$ cat src/rtl/vx_tcu_drl_norm_round.sv
// vx_tcu_drl_norm_round
// Converts a signed fixed-point accumulator window (significand + window
// exponent) into an IEEE-754 binary32 result with round-to-nearest-even and
// {NV,DZ,OF,UF,NX} flags. Three register stages:
//   stage 1: sign, magnitude, leading-one position
//   stage 2: left normalization, biased exponent
//   stage 3: rounding, overflow/underflow handling, packing (output regs)
// Optional feature macro: TCU_DRL_SUBNORM_EN. When defined, results whose
// biased exponent is <= 0 are produced as binary32 subnormals; when undefined
// they flush to a signed zero with UF and NX raised.
module vx_tcu_drl_norm_round #(
   parameter int WA    = 28,
   parameter int EXP_W = 10
) (
   input  logic             clk,
   input  logic             reset,
   input  logic             valid_in,
   output logic             ready_in,
   input  logic [WA-1:0]    acc_sig,
   input  logic [EXP_W-1:0] acc_exp,
   input  logic             sticky_in,
   input  logic             nan_in,
   input  logic             inf_in,
   input  logic             inf_sign_in,
   output logic             valid_out,
   input  logic             ready_out,
   output logic [31:0]      result,
   output logic [4:0]       fflags
);

   localparam int PW = (WA > 1) ? $clog2(WA) : 1;
   localparam int EW = EXP_W + 2;
   localparam int XW = WA + 26;

   localparam logic [EXP_W-1:0]    EXP_NEG_INF = {1'b1, {(EXP_W-1){1'b0}}};
   localparam logic [PW-1:0]       TOP_P       = PW'(WA - 1);
   localparam logic signed [EW-1:0] WA1_E      = EW'(WA - 1);
   localparam logic signed [EW-1:0] ONE_E      = EW'(1);
   localparam logic signed [EW-1:0] ZERO_E     = '0;
   localparam logic signed [EW-1:0] MAX_E      = EW'(255);
`ifdef TCU_DRL_SUBNORM_EN
   localparam logic signed [EW-1:0] NEG24_E    = EW'(-24);
`endif

   // Handshake: a beat moves on a rising edge only when its valid is high and
   // the receiver is ready. Downstream, stall = valid_out & ~ready_out freezes
   // every stage (data and valid bits) so the output word stays stable; the
   // upstream ready_in is simply ~stall, so an input beat is taken exactly on
   // valid_in & ready_in. Bubbles travel as valid=0 and are never squeezed out.
   logic stall;
   logic adv;

   assign stall    = valid_out & ~ready_out;
   assign adv      = ~stall;
   assign ready_in = ~stall;

   // ---------------- stage 1 ----------------
   logic              s1_valid_q;
   logic              s1_sign_q;
   logic [WA-1:0]     s1_mag_q;
   logic [PW-1:0]     s1_p_q;
   logic [EXP_W-1:0]  s1_exp_q;
   logic              s1_sticky_q;
   logic              s1_nan_q;
   logic              s1_inf_q;
   logic              s1_inf_sign_q;
   logic              s1_zero_q;

   logic [WA-1:0]     mag_d;
   logic [PW-1:0]     p_d;
   logic              zero_d;

   // Magnitude (most-negative input becomes 2^(WA-1) as unsigned) and MSB index.
   always_comb begin
      mag_d  = acc_sig[WA-1] ? (~acc_sig + WA'(1)) : acc_sig;
      zero_d = (acc_sig == '0) | (acc_exp == EXP_NEG_INF);
      p_d    = '0;
      for (int i = 0; i < WA; i++) begin
         if (mag_d[i]) p_d = PW'(i);
      end
   end

   // Stage 1 registers.
   always_ff @(posedge clk or posedge reset) begin
      if (reset) begin
         s1_valid_q    <= 1'b0;
         s1_sign_q     <= 1'b0;
         s1_mag_q      <= '0;
         s1_p_q        <= '0;
         s1_exp_q      <= '0;
         s1_sticky_q   <= 1'b0;
         s1_nan_q      <= 1'b0;
         s1_inf_q      <= 1'b0;
         s1_inf_sign_q <= 1'b0;
         s1_zero_q     <= 1'b0;
      end else if (adv) begin
         s1_valid_q <= valid_in;
         if (valid_in) begin
            s1_sign_q     <= acc_sig[WA-1];
            s1_mag_q      <= mag_d;
            s1_p_q        <= p_d;
            s1_exp_q      <= acc_exp;
            s1_sticky_q   <= sticky_in;
            s1_nan_q      <= nan_in;
            s1_inf_q      <= inf_in;
            s1_inf_sign_q <= inf_sign_in;
            s1_zero_q     <= zero_d;
         end
      end
   end

   // ---------------- stage 2 ----------------
   logic                 s2_valid_q;
   logic                 s2_sign_q;
   logic [WA-1:0]        s2_norm_q;
   logic signed [EW-1:0] s2_e_q;
   logic                 s2_sticky_q;
   logic                 s2_nan_q;
   logic                 s2_inf_q;
   logic                 s2_inf_sign_q;
   logic                 s2_zero_q;

   logic [WA-1:0]        norm_d;
   logic signed [EW-1:0] e_d;

   // Shift the leading one to the MSB; E = acc_exp + p - (WA-1).
   always_comb begin
      norm_d = s1_mag_q << (TOP_P - s1_p_q);
      e_d    = $signed({2'b00, s1_exp_q}) + $signed({{(EW-PW){1'b0}}, s1_p_q}) - WA1_E;
   end

   // Stage 2 registers.
   always_ff @(posedge clk or posedge reset) begin
      if (reset) begin
         s2_valid_q    <= 1'b0;
         s2_sign_q     <= 1'b0;
         s2_norm_q     <= '0;
         s2_e_q        <= '0;
         s2_sticky_q   <= 1'b0;
         s2_nan_q      <= 1'b0;
         s2_inf_q      <= 1'b0;
         s2_inf_sign_q <= 1'b0;
         s2_zero_q     <= 1'b0;
      end else if (adv) begin
         s2_valid_q <= s1_valid_q;
         if (s1_valid_q) begin
            s2_sign_q     <= s1_sign_q;
            s2_norm_q     <= norm_d;
            s2_e_q        <= e_d;
            s2_sticky_q   <= s1_sticky_q;
            s2_nan_q      <= s1_nan_q;
            s2_inf_q      <= s1_inf_q;
            s2_inf_sign_q <= s1_inf_sign_q;
            s2_zero_q     <= s1_zero_q;
         end
      end
   end

   // ---------------- stage 3 ----------------
   logic                 out_valid_q;
   logic [31:0]          result_q;
   logic [4:0]           fflags_q;

   logic [XW-1:0]        ext;
   logic [23:0]          mant;
   logic                 guard;
   logic                 sticky;
   logic                 inc;
   logic                 inexact;
   logic                 tiny;
   logic [24:0]          sum;
   logic signed [EW-1:0] e_r;
   logic [22:0]          frac;
   logic [31:0]          res_d;
   logic [4:0]           flags_d;
`ifdef TCU_DRL_SUBNORM_EN
   logic [4:0]           sh;
`endif

   // Round to nearest-even, then classify (special / subnormal / overflow /
   // flush / normal) and pack. The 26 zero pad bits below the window keep
   // every bit shifted out by the subnormal denormalization inside the sticky.
   always_comb begin
      ext  = {s2_norm_q, {26{1'b0}}};
      tiny = 1'b0;
`ifdef TCU_DRL_SUBNORM_EN
      sh = (s2_e_q < NEG24_E) ? 5'd25 : 5'(ONE_E - s2_e_q);
      if (s2_e_q <= ZERO_E) begin
         tiny = 1'b1;
         ext  = ext >> sh;
      end
`endif
      mant    = ext[XW-1 -: 24];
      guard   = ext[XW-25];
      sticky  = (|ext[XW-26:0]) | s2_sticky_q;
      inc     = guard & (sticky | mant[0]);
      inexact = guard | sticky;
      sum     = {1'b0, mant} + {24'd0, inc};
      // Carry-out means the significand rolled over to 2.0: bump E, frac = 0.
      e_r     = s2_e_q + (sum[24] ? ONE_E : ZERO_E);
      frac    = sum[24] ? 23'd0 : sum[22:0];

      res_d   = '0;
      flags_d = '0;
      if (s2_nan_q) begin
         res_d = 32'h7FC0_0000;
      end else if (s2_inf_q) begin
         res_d = {s2_inf_sign_q, 31'h7F80_0000};
      end else if (s2_zero_q) begin
         res_d = '0;
      end else if (tiny) begin
         // Rounding up into bit 23 naturally yields the smallest normal.
         res_d   = {s2_sign_q, 7'd0, sum[23:0]};
         flags_d = inexact ? 5'b00011 : 5'b00000;
      end else if (e_r >= MAX_E) begin
         res_d   = {s2_sign_q, 31'h7F80_0000};
         flags_d = 5'b00101;
      end else if (e_r <= ZERO_E) begin
         res_d   = {s2_sign_q, 31'd0};
         flags_d = 5'b00011;
      end else begin
         res_d   = {s2_sign_q, e_r[7:0], frac};
         flags_d = {4'd0, inexact};
      end
   end

   // Output registers; held while the consumer is not ready.
   always_ff @(posedge clk or posedge reset) begin
      if (reset) begin
         out_valid_q <= 1'b0;
         result_q    <= '0;
         fflags_q    <= '0;
      end else if (adv) begin
         out_valid_q <= s2_valid_q;
         if (s2_valid_q) begin
            result_q <= res_d;
            fflags_q <= flags_d;
         end
      end
   end

   assign valid_out = out_valid_q;
   assign result    = result_q;
   assign fflags    = fflags_q;

endmodule
$ cat config.mk
export PLATFORM = sky130hd
export DESIGN_NAME = vx_tcu_drl_norm_round
export DESIGN_NICKNAME = d
export VERILOG_FILES = /design/src/rtl/vx_tcu_drl_norm_round.sv
export SDC_FILE = /design/constraint.sdc
export NUM_CORES = 1
export LEC_CHECK = 0
export CAP_MARGIN = 20
export CELL_PAD_IN_SITES_DETAIL_PLACEMENT = 1
export CELL_PAD_IN_SITES_GLOBAL_PLACEMENT = 1
export CORE_AREA = 2 2 114 171
export CTS_BUF_LIST = sky130_fd_sc_hd__clkbuf_8
export DETAILED_ROUTE_END_ITERATION = 10
export DIE_AREA = 0 0 116 173
export GPL_ROUTABILITY_DRIVEN = 1
export GPL_TIMING_DRIVEN = 0
export PLACE_DENSITY_LB_ADDON = 0.1
export REMOVE_ABC_BUFFERS = 1
export SETUP_SLACK_MARGIN = 0.05
export SYNTH_ARGS = -nofsm -noshare
export SYNTH_HDL_FRONTEND = slang
export SYNTH_SLANG_ARGS = --single-unit
$ cat constraint.sdc
create_clock -name clk -period 6.5 [get_ports clk]
set_input_delay 1.3 -clock clk [delete_from_list [all_inputs] [get_ports clk]]
set_output_delay 1.3 -clock clk [all_outputs]
set_load 0.05 [all_outputs]
==> impl_metrics.tcl, run 1 <==
set metrics [dict create \
    status "complete, no violations" \
    drtIter0Drc 322 \
    die_h_um 173 \
    cpMostUsedCell "ha_1" \
    cp_data_required_time_ns 6.84 \
    start_util 0.484 \
    setup_viol 0 \
    max_stage_delay_ns 0.77 \
    rows 61 \
    path_max_fanout 20 \
    synth.distinct_cells 73 \
    final_max_slew_viol_count 0 \
    min_period_over_period 0.748 \
    cellLeakagePower_nw 4.34 \
    hold_buffers 0 \
    tightest_slew_ns 1.09 \
    ys_seq_area_frac 0.372 \
    slew_headroom 0.267 \
    grt_usage 0.248 \
    finalCoreUtilization 0.561 \
    dpl.hpwl_um 18100 \
    drive_above_1_share 0.0771 \
    fin_ws_ns 1.64 \
    first_global_vias 8161 \
    clk_pin_slew_worst_paths_ns 0.08 \
    ys.flop_type "dfrtp_1" \
    avgSynthCellArea_sq_um 8.54 \
    max_freq_ghz 0.206 \
    vias 7819 \
    grt_max_degree 81 \
    fin_hold_ws_ns 0.473 \
    netlist_area_sq_mm 0.00894 \
    clock-sinks 133 \
    synth-seq-cells 133 \
    ctsRootBufferMaster "clkbuf_8" \
    min_period_ns 4.86 \
    fp.dieArea_sq_mm 0.0201 \
    chipWidth_um 116 \
    syn_inst 1047 \
    syn2layout_area_growth_pct 15.8 \
    fin_worst_skew_ns 0.0137 \
    cp_top_family "simple AND/OR/NAND/NOR gates" \
    post_cts_resized 0 \
    cts_setup_buffers 0 \
    rsz0062_at_grt "false" \
    max-vdd-ir-drop_uv 157 \
    synth_edf_count 0 \
    drc 0 \
    power_density_mw_per_mm2 401 \
    first_pass_iters 4 \
    antenna_found_initial 0 \
    worstSetupStartpointType "flop" \
    pre_cts_ws_ns 1.44 \
    cts_tree "built" \
    synthArstFlopShare 1.00 \
    wl_per_cell_um 18.1 \
    clockBufferDepth 2 \
    path_class "flop to flop" \
    crit_chain "and2_1 -> ha_1 -> nand4_1 -> nor2_1 -> and3_1 -> and3_1 -> ha_1 -> ha_1 -> nand3_1 -> o31ai_1 -> o31ai_1 -> a31oi_1 -> nand4bb_1 -> o21ai_0" \
    wl_um 24200 \
    pin_count 85 \
    avgViaCountPerCell 5.83 \
    cp_slowest_cell "nand4bb_1" \
    ctsHtreeMaxLevel 4 \
    hold_violations 0 \
    fp.coreArea_sq_mm 0.0185 \
    worstSkewPairLatency_ns 0.45 \
    crit_arrival_ns 5.21 \
    cp-end-kind "flop" \
    antennaDiodeCount 0 \
    ys.warnings.count 0 \
    maxCapViolCount 0 \
    port_buffers 82 \
    grt_pass1_wl_um 40100 \
    p_total_mw 4.16 \
    holdCritPathClass "flop to flop" \
    place_congestion 0.941 \
    layout.nets 1145 \
    grt-ovfl-total 0 \
    cts_buffers 17 \
    detail-route-antenna-nets 0 \
    cp_num_buf_inv 0 \
]
[cells by family after synthesis]
group | count (synthesis) | synth area share
xor+xnor | 62 | 0.0607
buf+inv | 113 | 0.0509
simple gates | 400 | 0.209
compound gates | 262 | 0.196
mux | 54 | 0.0793
fa+ha+maj | 22 | 0.0316
flops | 133 | 0.372
other cells | 1 | 0.000419
[final timing paths]
check | from | slack [ns] | cells after the start | endpoint
worst min register to register | s1_sign_q | 0.47 | 2 | s2_sign_q
max in group asynchronous | reset | 4.45 | 3 | s2_norm_q[14]
worst min-delay path | s1_sign_q | 0.47 | 2 | s2_sign_q
worst max register to register | s2_norm_q[3] | 1.64 | 14 | result[8]
min in group asynchronous | reset | 1.29 | 2 | result[22]
worst max-delay path | s2_norm_q[3] | 1.64 | 14 | result[8]
[metrics by stage]
stage               instance area, sq um  instances  TNS, ns
floorplan                           8620        969        0
global placement                    9750       1303   -22.02
detailed placement                  9940       1310        0
CTS                                10400       1341        0
global route                       10400       1341        0
finish                             10400       1341        0
[cells in the final DEF (no fill, tap or decap), types with 8 or more instances in the layout]
master and n:
nand2_1 215, dfrtp_1 133, o21ai_0 108, clkdlybuf4s50_1 81, nor2_1 39, inv_1 34
xnor2_1 31, xor2_1 31, a21oi_1 27, mux2i_1 27, nand3_1 25, ha_1 21
nor3_1 19, clkbuf_8 17, o31ai_1 15, mux2_2 15, a31oi_1 14, o211ai_1 14
or3_1 14, and3_1 13, nor4_1 13, mux4_2 12, or4_1 11, nand4_1 9
a211oi_1 9, and2_1 8
[layer usage]
| layer | share of wire | vias up | GRT usage |
|---|---|---|---|
| met5 | 0 | - | 0 |
| met4 | 0.032 | 0 | 0.0933 |
| met3 | 0.019 | 48 | 0.0336 |
| met2 | 0.55 | 126 | 0.467 |
| met1 | 0.40 | 3840 | 0.275 |
| li1 | - | 3805 | - |
[area by class of cell]
type / instances / area (sq um)
fillers: 2215 / 8110
multi-input cells: 802 / 5170
flip-flops and latches: 133 / 3330
repair buffers: 89 / 993
well taps: 252 / 315
clock buffers: 17 / 234
clock inverters: 14 / 188
inverters: 34 / 133
[sequential cells by signal, summed over array words and instances (netlist names), 3 cells and up]
signal     count
result        32
s1_mag_q      28
s2_norm_q     28
s2_e_q        12
s1_exp_q      10
s1_p_q         5
fflags         3
[synthesized netlist by cell type, drive strengths merged (15+ instances only)]
cell | n | area, sq um
nor2 | 39 | 146
xor2 | 31 | 272
o31ai | 15 | 113
buf | 18 | 98.8
o21ai | 108 | 541
mux2i | 27 | 270
inv | 34 | 128
nand2 | 217 | 815
dfrtp | 133 | 3330
ha | 21 | 263
nand3 | 25 | 125
nor3 | 19 | 95.1
mux2 | 15 | 169
xnor2 | 31 | 272
a21oi | 27 | 135
clkbuf | 61 | 229
[tightest hold or removal path, cell delays in order, from the launching register on]
cell and delay (ns):
dfrtp_1 0.34, nand2_1 0.05, nand2_1 0.05
[power by group]
part	switching, mW	leakage [nW]	total (mW)	internal (mW)
combinational	1.21	2.47	2.00	0.798
clock	0.331	0.209	0.744	0.413
sequential	0.296	1.66	1.41	1.11
(Power assumes the default switching activity.)
==> run 2: changes to the inputs <==
CORE_AREA = 2 2 117 176   (was 2 2 114 171)
DIE_AREA = 0 0 119 178   (was 0 0 116 173)
clock period = 4.7 ns   (was 6.5 ns; I/O delays follow)
==> impl_metrics.tcl, run 2 (synthesized netlist as in run 1, its figures left out) <==
set metrics [dict create \
    worstRegToRegCells 14 \
    clk_pin_slew_worst_paths_ns 0.09 \
    r2r-start "s2_norm_q[3]" \
    vias 7699 \
    hold_violations 0 \
    hold_buffers 0 \
    largest_register_ffs 32 \
    cp-end-kind "flop" \
    tightest_slew_ns 1.09 \
    antennaDiodeCount 0 \
    grt_pass1_wl_um 39900 \
    worstSkewPairLatency_ns 0.46 \
    ctsHtreeMaxLevel 4 \
    r2r_end "result[2]" \
    setup_tns_ns 0 \
    detail-route-antenna-nets 0 \
    start_util 0.456 \
    worstSetupStartpointType "input pin" \
    pin_count 85 \
    n_fill_cell 2296 \
    slew_headroom 0.271 \
    path_max_fanout 21 \
    fp.dieArea_sq_mm 0.0212 \
    layout_commonest_cell "nand2_1" \
    avgViaCountPerCell 5.70 \
    port_buffers 82 \
    chipWidth_um 119 \
    cts_buffers 17 \
    rsz0062_at_grt "false" \
    grt-ovfl-total 0 \
    cellLeakagePower_nw 4.33 \
    grt_max_degree 92 \
    cp_num_buf_inv 1 \
    max_stage_delay_ns 0.86 \
    maxCapViolCount 0 \
    antenna_found_initial 0 \
    status "complete, no violations" \
    drc 0 \
    path_class "input pin to flop" \
    fin_worst_skew_ns 0.0136 \
    clockBufferDepth 2 \
    cts_tree "built" \
    cpMostUsedCell "or4_1" \
    r2r_slack_ns 0.58 \
    grt_usage 0.233 \
    max-vdd-ir-drop_uv 217 \
    cp_slowest_cell "or4_1" \
    layout.nets 1145 \
    first_pass_iters 4 \
    multiInputGateArea_sq_mm 0.00519 \
    setup.worst_path.start "acc_sig[5]" \
    pre_cts_ws_ns -0.151 \
    die_h_um 178 \
    crit_arrival_ns 4.56 \
    fp.coreArea_sq_mm 0.0196 \
    power_density_mw_per_mm2 550 \
    holdCritPathClass "flop to flop" \
    drive_above_1_share 0.0789 \
    drtIter0Drc 382 \
    final_cell_mix "nand2_1 (215), dfrtp_1 (133), o21ai_0 (108)" \
    dpl.hpwl_um 18200 \
    min_period_ns 4.22 \
    syn2layout_area_growth_pct 16.0 \
    wl_per_cell_um 17.6 \
    ctsRootBufferMaster "clkbuf_8" \
    seq_area_sq_mm 0.00333 \
    min_period_over_period 0.897 \
    crit_cells 8 \
    first_global_vias 7979 \
    critPathCapture "s1_p_q[1]" \
    fin_ws_ns 0.483 \
    max_freq_ghz 0.237 \
    wl_um 23700 \
    cp_top_family "simple AND/OR/NAND/NOR gates" \
    clock-sinks 133 \
    place_congestion 0.933 \
    setup_viol 0 \
    final_max_slew_viol_count 0 \
    cp_data_required_time_ns 5.04 \
    crit_chain "clkdlybuf4s50_1 -> or4_1 -> or3_1 -> o41a_1 -> mux2_2 -> or4_1 -> a311oi_2 -> nor4_1" \
    rows 63 \
]
==> run 2: per-stage QoR <==
stage / instance area (sq um) / std cells / utilization / hold slack (ns) / power [mW]
finish: 10400 / 1350 / 0.528 / 0.481 / 5.70
global route: 10400 / 1350 / 0.528 / 0.504 / 6.13
detailed placement: 9930 / 1318 / 0.506 / 0.463 / 4.71
floorplan: 8620 / 969 / - / 0.437 / 3.77
CTS: 10400 / 1350 / 0.528 / 0.483 / 5.74
global placement: 9760 / 1311 / 0.497 / 0.448 / 4.55
==> run 2: worst min path at each step <==
stage / start / endpoint / slack [ns] / cells past startpoint
final: result[12] / result[12] / 0.48 / 2
after CTS: s1_sign_q / s2_sign_q / 0.48 / 2
after global placement: s1_sign_q / s2_sign_q / 0.45 / 2
after floorplan: s2_sticky_q / s2_sticky_q / 0.44 / 2
after detailed placement: s2_sticky_q / s2_sticky_q / 0.46 / 2
after global routing: s1_sign_q / s2_sign_q / 0.50 / 2
==> run 2: power breakdown <==
group,internal (mW),switching [mW],total [mW],leakage (nW)
registers,1.54,0.400,1.94,1.66
logic,1.11,1.65,2.75,2.47
clock network,0.528,0.485,1.01,0.206
==> run 2: tightest hold or removal path: stages (launching register included) <==
cell	delay [ns]
dfrtp_1	0.35
nand2_1	0.04
o21ai_0	0.06
==> run 2: layout make-up <==
type / count / share of cell area
Timing Repair Buffer: 89 / 0.0946
Multi-Input combinational cell: 802 / 0.500
Clock inverter: 15 / 0.0175
Tap cell: 260 / 0.0314
Inverter: 34 / 0.0128
Clock buffer: 17 / 0.0226
Sequential cell: 133 / 0.321
==> run 2: metal layers <==
layer	wire length, um	global-route usage	up-vias	part of all wire
met5	0	0	-	0
met4	671	0.0888	0	0.028
met3	477	0.0307	35	0.020
met2	12900	0.450	118	0.55
met1	9630	0.256	3734	0.41
li1	-	-	3812	-
==> run 2: timing repair <==
action                                  CTS  global route
gates resized for setup                   1             2
buffers inserted                          0             0
endpoints found under the setup margin   20            25
